**src/rtl/arbitro_ram_if.sv**
```systemverilog
// ---------------------------------------------------------------------------
// arbitro_ram_if : player request/grant, clear control and RAM write-port bus
// Rev 1.0
// ---------------------------------------------------------------------------
`default_nettype none

interface arbitro_ram_if #(
  parameter int ADDR_W = 19,
  parameter int DATA_W = 8
);
  logic              clear_req;
  logic              j1_req;
  logic [ADDR_W-1:0] j1_addr;
  logic [DATA_W-1:0] j1_data;
  logic              j1_grant;
  logic              j2_req;
  logic [ADDR_W-1:0] j2_addr;
  logic [DATA_W-1:0] j2_data;
  logic              j2_grant;
  logic              ram_wren;
  logic [ADDR_W-1:0] ram_wraddress;
  logic [DATA_W-1:0] ram_data;
  logic              clear_busy;
  logic              clear_done;
  logic              addr_err;

  modport slave (
    input  clear_req, j1_req, j1_addr, j1_data, j2_req, j2_addr, j2_data,
    output j1_grant, j2_grant, ram_wren, ram_wraddress, ram_data,
           clear_busy, clear_done, addr_err
  );

  modport master (
    output clear_req, j1_req, j1_addr, j1_data, j2_req, j2_addr, j2_data,
    input  j1_grant, j2_grant, ram_wren, ram_wraddress, ram_data,
           clear_busy, clear_done, addr_err
  );
endinterface

`default_nettype wire

```
**src/rtl/arbitro_ram.sv**
```systemverilog
// ---------------------------------------------------------------------------
// arbitro_ram : trail RAM write-port owner; clear sweep + round-robin players
// Rev 1.0
// ---------------------------------------------------------------------------
`default_nettype none

module arbitro_ram #(
  parameter int                N_PIXELS    = 307200,
  parameter int                ADDR_W      = 19,
  parameter int                DATA_W      = 8,
  parameter logic [DATA_W-1:0] CLEAR_VALUE = '0
) (
  input  wire logic    CLOCK_50,
  input  wire logic    reset,
  arbitro_ram_if.slave bus
);

  localparam logic [ADDR_W-1:0] LAST_ADDR = ADDR_W'(N_PIXELS - 1);

  typedef enum logic [0:0] {
    ST_CLEAR = 1'b0,
    ST_IDLE  = 1'b1
  } state_t;

  state_t            state_q, state_d;
  logic [ADDR_W-1:0] ptr_q, ptr_d;
  logic              last_j2_q, last_j2_d;
  logic              clr_prev_q, clr_prev_d;
  logic              wren_q, wren_d;
  logic [ADDR_W-1:0] waddr_q, waddr_d;
  logic [DATA_W-1:0] data_q, data_d;
  logic              busy_q, busy_d;
  logic              done_q, done_d;
  logic              err_q, err_d;

  logic              clr_rise;
  logic              gnt1, gnt2;
  logic [ADDR_W-1:0] sel_addr;
  logic [DATA_W-1:0] sel_data;

  always_comb begin
    state_d    = state_q;
    ptr_d      = ptr_q;
    last_j2_d  = last_j2_q;
    clr_prev_d = bus.clear_req;
    wren_d     = 1'b0;
    waddr_d    = waddr_q;
    data_d     = data_q;
    err_d      = 1'b0;
    gnt1       = 1'b0;
    gnt2       = 1'b0;
    sel_addr   = bus.j1_addr;
    sel_data   = bus.j1_data;
    clr_rise   = bus.clear_req && !clr_prev_q;

    if (state_q == ST_CLEAR) begin
      wren_d  = 1'b1;
      waddr_d = ptr_q;
      data_d  = CLEAR_VALUE;
      if (ptr_q == LAST_ADDR) begin
        ptr_d   = '0;
        state_d = ST_IDLE;
      end else begin
        ptr_d = ptr_q + 1'b1;
      end
    end else if (clr_rise) begin
      state_d = ST_CLEAR;
    end else if (!busy_q) begin
      // busy_q still high means the final sweep word is on the outputs
      gnt1 = bus.j1_req && (!bus.j2_req || last_j2_q);
      gnt2 = bus.j2_req && !gnt1;
      if (gnt2) begin
        sel_addr = bus.j2_addr;
        sel_data = bus.j2_data;
      end
      if (gnt1 || gnt2) begin
        last_j2_d = gnt2;
        if (sel_addr > LAST_ADDR) begin
          err_d = 1'b1;
        end else begin
          wren_d  = 1'b1;
          waddr_d = sel_addr;
          data_d  = sel_data;
        end
      end
    end

    // Busy spans the CLEAR state plus the cycle showing the last sweep word
    busy_d = (state_d == ST_CLEAR) || (state_q == ST_CLEAR);
    done_d = busy_q && !busy_d;
  end

  always_ff @(posedge CLOCK_50 or posedge reset) begin
    if (reset) begin
      state_q    <= ST_CLEAR;
      ptr_q      <= '0;
      last_j2_q  <= 1'b1;
      clr_prev_q <= 1'b1;
      wren_q     <= 1'b0;
      waddr_q    <= '0;
      data_q     <= '0;
      busy_q     <= 1'b1;
      done_q     <= 1'b0;
      err_q      <= 1'b0;
    end else begin
      state_q    <= state_d;
      ptr_q      <= ptr_d;
      last_j2_q  <= last_j2_d;
      clr_prev_q <= clr_prev_d;
      wren_q     <= wren_d;
      waddr_q    <= waddr_d;
      data_q     <= data_d;
      busy_q     <= busy_d;
      done_q     <= done_d;
      err_q      <= err_d;
    end
  end

  assign bus.j1_grant      = gnt1;
  assign bus.j2_grant      = gnt2;
  assign bus.ram_wren      = wren_q;
  assign bus.ram_wraddress = waddr_q;
  assign bus.ram_data      = data_q;
  assign bus.clear_busy    = busy_q;
  assign bus.clear_done    = done_q;
  assign bus.addr_err      = err_q;

endmodule

`default_nettype wire

```
**src/flat_wrapper.sv**
```systemverilog
// flat-port wrapper written by rule: the top's interface ports become plain ports
module arbitro_ram_flat 
#(
  parameter int                N_PIXELS    = 307200,
  parameter int                ADDR_W      = 19,
  parameter int                DATA_W      = 8,
  parameter logic [DATA_W-1:0] CLEAR_VALUE = '0
)
  (CLOCK_50, reset, bus_clear_req, bus_j1_req, bus_j1_addr, bus_j1_data, bus_j2_req, bus_j2_addr, bus_j2_data, bus_j1_grant, bus_j2_grant, bus_ram_wren, bus_ram_wraddress, bus_ram_data, bus_clear_busy, bus_clear_done, bus_addr_err);
  arbitro_ram_if #(.ADDR_W(ADDR_W), .DATA_W(DATA_W)) bus_i ();
  input  wire logic CLOCK_50;
  input  wire logic reset;
  input wire logic [$bits(bus_i.clear_req)-1:0] bus_clear_req;
  input wire logic [$bits(bus_i.j1_req)-1:0] bus_j1_req;
  input wire logic [$bits(bus_i.j1_addr)-1:0] bus_j1_addr;
  input wire logic [$bits(bus_i.j1_data)-1:0] bus_j1_data;
  input wire logic [$bits(bus_i.j2_req)-1:0] bus_j2_req;
  input wire logic [$bits(bus_i.j2_addr)-1:0] bus_j2_addr;
  input wire logic [$bits(bus_i.j2_data)-1:0] bus_j2_data;
  output wire logic [$bits(bus_i.j1_grant)-1:0] bus_j1_grant;
  output wire logic [$bits(bus_i.j2_grant)-1:0] bus_j2_grant;
  output wire logic [$bits(bus_i.ram_wren)-1:0] bus_ram_wren;
  output wire logic [$bits(bus_i.ram_wraddress)-1:0] bus_ram_wraddress;
  output wire logic [$bits(bus_i.ram_data)-1:0] bus_ram_data;
  output wire logic [$bits(bus_i.clear_busy)-1:0] bus_clear_busy;
  output wire logic [$bits(bus_i.clear_done)-1:0] bus_clear_done;
  output wire logic [$bits(bus_i.addr_err)-1:0] bus_addr_err;
  assign bus_i.clear_req = bus_clear_req;
  assign bus_i.j1_req = bus_j1_req;
  assign bus_i.j1_addr = bus_j1_addr;
  assign bus_i.j1_data = bus_j1_data;
  assign bus_i.j2_req = bus_j2_req;
  assign bus_i.j2_addr = bus_j2_addr;
  assign bus_i.j2_data = bus_j2_data;
  assign bus_j1_grant = bus_i.j1_grant;
  assign bus_j2_grant = bus_i.j2_grant;
  assign bus_ram_wren = bus_i.ram_wren;
  assign bus_ram_wraddress = bus_i.ram_wraddress;
  assign bus_ram_data = bus_i.ram_data;
  assign bus_clear_busy = bus_i.clear_busy;
  assign bus_clear_done = bus_i.clear_done;
  assign bus_addr_err = bus_i.addr_err;
  arbitro_ram #(.N_PIXELS(N_PIXELS), .ADDR_W(ADDR_W), .DATA_W(DATA_W), .CLEAR_VALUE(CLEAR_VALUE)) u_core (.CLOCK_50(CLOCK_50), .reset(reset), .bus(bus_i));
endmodule
```
**config.mk**
```make
export PLATFORM = sky130hd
export DESIGN_NAME = arbitro_ram_flat
export DESIGN_NICKNAME = d
export VERILOG_FILES = /design/src/rtl/arbitro_ram_if.sv /design/src/rtl/arbitro_ram.sv /design/src/flat_wrapper.sv
export SDC_FILE = /design/constraint.sdc
export NUM_CORES = 1
export LEC_CHECK = 0
export CAP_MARGIN = 0
export CORE_UTILIZATION = 50
export DETAILED_ROUTE_END_ITERATION = 10
export MAX_ROUTING_LAYER = met4
export PLACE_DENSITY = 0.86
export SLEW_MARGIN = 20
export SYNTH_ARGS = -nofsm -noshare
export SYNTH_HDL_FRONTEND = slang
export SYNTH_SLANG_ARGS = --single-unit
```
**constraint.sdc**
```tcl
create_clock -name CLOCK_50 -period 6.99 [get_ports CLOCK_50]
set_clock_uncertainty 0.1 [all_clocks]
set_input_delay 1.398 -clock CLOCK_50 [delete_from_list [all_inputs] [get_ports CLOCK_50]]
set_output_delay 1.398 -clock CLOCK_50 [all_outputs]
set_load 0.005 [all_outputs]
```
==> flow_summary.toml <==
[status]
status = "finished clean"

[power]
total_power_uw = 586
peakVddDrop_mv = 0.141
powerDensity_mw_per_mm2 = 149
p_leak_uw = 0.00189

[logic_synthesis]
syn-num-nets = 305
syn_avg_cell_area_sq_um = 11.5
async_flop_share = 1.00
seq_area_frac_synth = 0.470
synth-seq-cells = 53
syn_area_sq_mm = 0.00283
synthAdderAreaFrac = 0.00442
synth-main-ff-cell = "dfrtp_1"
yosys.area_share.xor_xnor = 0.0495
synthSimpleGateAreaFrac = 0.133
muxShareOfSynthArea = 0.232
yosysWarnings = 0
synth_compound_area_frac = 0.0787
netlist_instances = 245
synth_edf_count = 0
ys_types = 44
synth_top_family_by_area = "multiplexers"

[layout]
design_area_sq_mm = 0.00395
diodes = 0
area_delta_synth_final_pct = 39.5
final_nets = 394
drive_above_1_share = 0.179
post_layout_nonfiller_instances = 407

[setup_path]
worstSetupStartpointType = "input pin"
worstSetupPathType = "input pin to output pin"
crit_fanout = 16
endpoint_kind = "output pin"
cp.required_ps = 5490
cp.arrival_ps = 3410

[timing]
tightest_slew_ps = 675
max-slew-margin-rel = 0.549
finalSetupTns_ps = 0
rsz0062_at_grt = "no"
maxSlewViolCount = 0
setup_viol = 0
max_freq_mhz = 204
period_needed_ps = 4910
finalHoldViolations = 0
fin_crit_sh = 0.703
setup_ws_ps = 2080

[clock_tree]
clockBufferDepth = 2
insertion_delay_ps = 310
cts_tree = "done"
ctsResizeCount = 0
clkSinkCount = 53
clkTransAtPathRegs_ps = 90
cts_made_buffers = 5
cts.htree.levels = 2
cts_setup_buffers = 0
cts_root_buffer = "clkbuf_8"
ctsHoldBuffers = 0

[global_route]
antenna_found_initial = 0
grt_max_degree = 54
grt_usage = 0.230
grt_pass1_vias = 2164
grt_pass1_wl_mm = 10.4
overflow = 0

[route]
drtAntennaViolNets = 0
num_vias = 2177
routed_via_density = 5.35
drc_errors = 0
first_iter_violations = 94
dr.pass1.iters = 4
wirelength_mm = 6.38
wire_per_inst_um = 15.7

[place]
dpl.cell_count = 397
place_area_sq_mm = 0.00378
post-place-ws_ps = 1760
dp_hpwl_mm = 4.53
gp_congestion = 0.801
port_buffers = 91

[die]
start_util = 0.517
core_sq_mm = 0.00547
rows = 27
die_w_um = 77.2
io_pins = 92
die-area_sq_mm = 0.00596
die_y_um = 77.2

[worst_hold_path]
hold_class = "register to register"

[flow_run]
drv_cap = 0
==> cells in the mapped netlist, types with 4 or more instances <==
master | instances | area share
o21ai_0 | 5 | 0.0088
mux2i_1 | 10 | 0.035
nand2_1 | 18 | 0.024
nor3_1 | 4 | 0.0071
xor2_1 | 9 | 0.028
and3_1 | 8 | 0.018
dfrtp_1 | 50 | 0.44
nand2b_1 | 5 | 0.011
inv_1 | 6 | 0.0080
nand3_1 | 4 | 0.0071
clkbuf_1 | 7 | 0.0093
nor2_1 | 12 | 0.016
xnor2_1 | 7 | 0.022
mux2_2 | 39 | 0.16
nand4_1 | 5 | 0.011
o211a_1 | 8 | 0.028
mux2_1 | 9 | 0.036
==> power breakdown <==
part	total [uW]	internal, uW	switching [uW]	leakage, uW
Clock	215	116	98.4	0.0000574
Combinational	64.3	42.4	21.9	0.00113
Sequential	307	307	0.117	0.000701
==> worst paths after layout <==
check | start | end | slack [ps] | cells past startpoint
max | bus_j2_req | bus_j2_grant | 2080 | 4
min | u_core.bus.clear_busy$_DFF_PP1_ | u_core.bus.clear_done$_DFF_PP0_ | 420 | 2
max reg2reg | u_core.last_j2_q$_DFFE_PP1P_ | u_core.bus.ram_wraddress[17]$_DFFE_PP0P_ | 3960 | 7
min reg2reg | u_core.bus.clear_busy$_DFF_PP1_ | u_core.bus.clear_done$_DFF_PP0_ | 420 | 2
max in group asynchronous | reset | u_core.ptr_q[16]$_DFFE_PP0N_ | 4870 | 3
min in group asynchronous | reset | u_core.bus.ram_data[7]$_DFFE_PP0P_ | 1480 | 3
==> registers in the layout, summed over array words and instances, names as in the netlist <==
name / flops
u_core.bus.addr_err: 1
u_core.bus.clear_busy: 1
u_core.bus.clear_done: 1
u_core.bus.ram_data: 8
u_core.bus.ram_wraddress: 19
u_core.bus.ram_wren: 1
u_core.clr_prev_q: 1
u_core.last_j2_q: 1
u_core.ptr_q: 19
u_core.state_q: 1
==> cell families after synthesis <==
kind of cell    after synthesis
flops                        53
fa+ha+maj                     1
buf+inv                      19
mux                          59
xor+xnor                     16
compound gates               26
simple gates                 71
==> critical path, stage by stage <==
cell	delay [ps]
clkdlybuf4s50_1	510
a21boi_4	590
nor3b_1	350
clkdlybuf4s50_1	560
==> per-stage QoR <==
step / util / hold WS (ps)
after floorplan: - / 365
after global placement: 0.691 / 387
after detailed placement: 0.691 / 402
after CTS: 0.713 / 417
after global routing: 0.721 / 448
final: 0.721 / 416
==> routing by layer <==
layer / wire length [um] / up-vias / GRT usage
met5: 0 / - / -
met4: 108 / 0 / 0.0660
met3: 229 / 12 / 0.0500
met2: 3200 / 52 / 0.366
met1: 2840 / 1061 / 0.296
li1: - / 1052 / -
==> final cells by class <==
| cell class | instances | area, sq um |
|---|---|---|
| Multi-Input combinational cell | 173 | 1410 |
| Inverter | 6 | 22.5 |
| Fill cell | 388 | 1530 |
| Clock buffer | 6 | 82.6 |
| Clock inverter | 2 | 37.5 |
| Timing Repair Buffer | 95 | 968 |
| Tap cell | 72 | 90.1 |
| Sequential cell | 53 | 1330 |
==> layout by cell type, fill, tap and decap left out, types with 3 or more instances in the layout <==
cell type and instances:
dfrtp_1 50, dfstp_2 3, nor2_1 12, xor2_1 9
mux2_1 9, o211a_1 8, a21o_1 3, nand3_1 4
xnor2_1 7, mux2i_1 10, nor3_1 4, nand2b_1 5
nor3b_1 3, mux2_2 39, o21ai_0 5, nand2_1 18
nand4_1 5, inv_1 5, and3_1 8, clkdlybuf4s50_1 91
clkbuf_8 6
(Power assumes the default switching activity.)
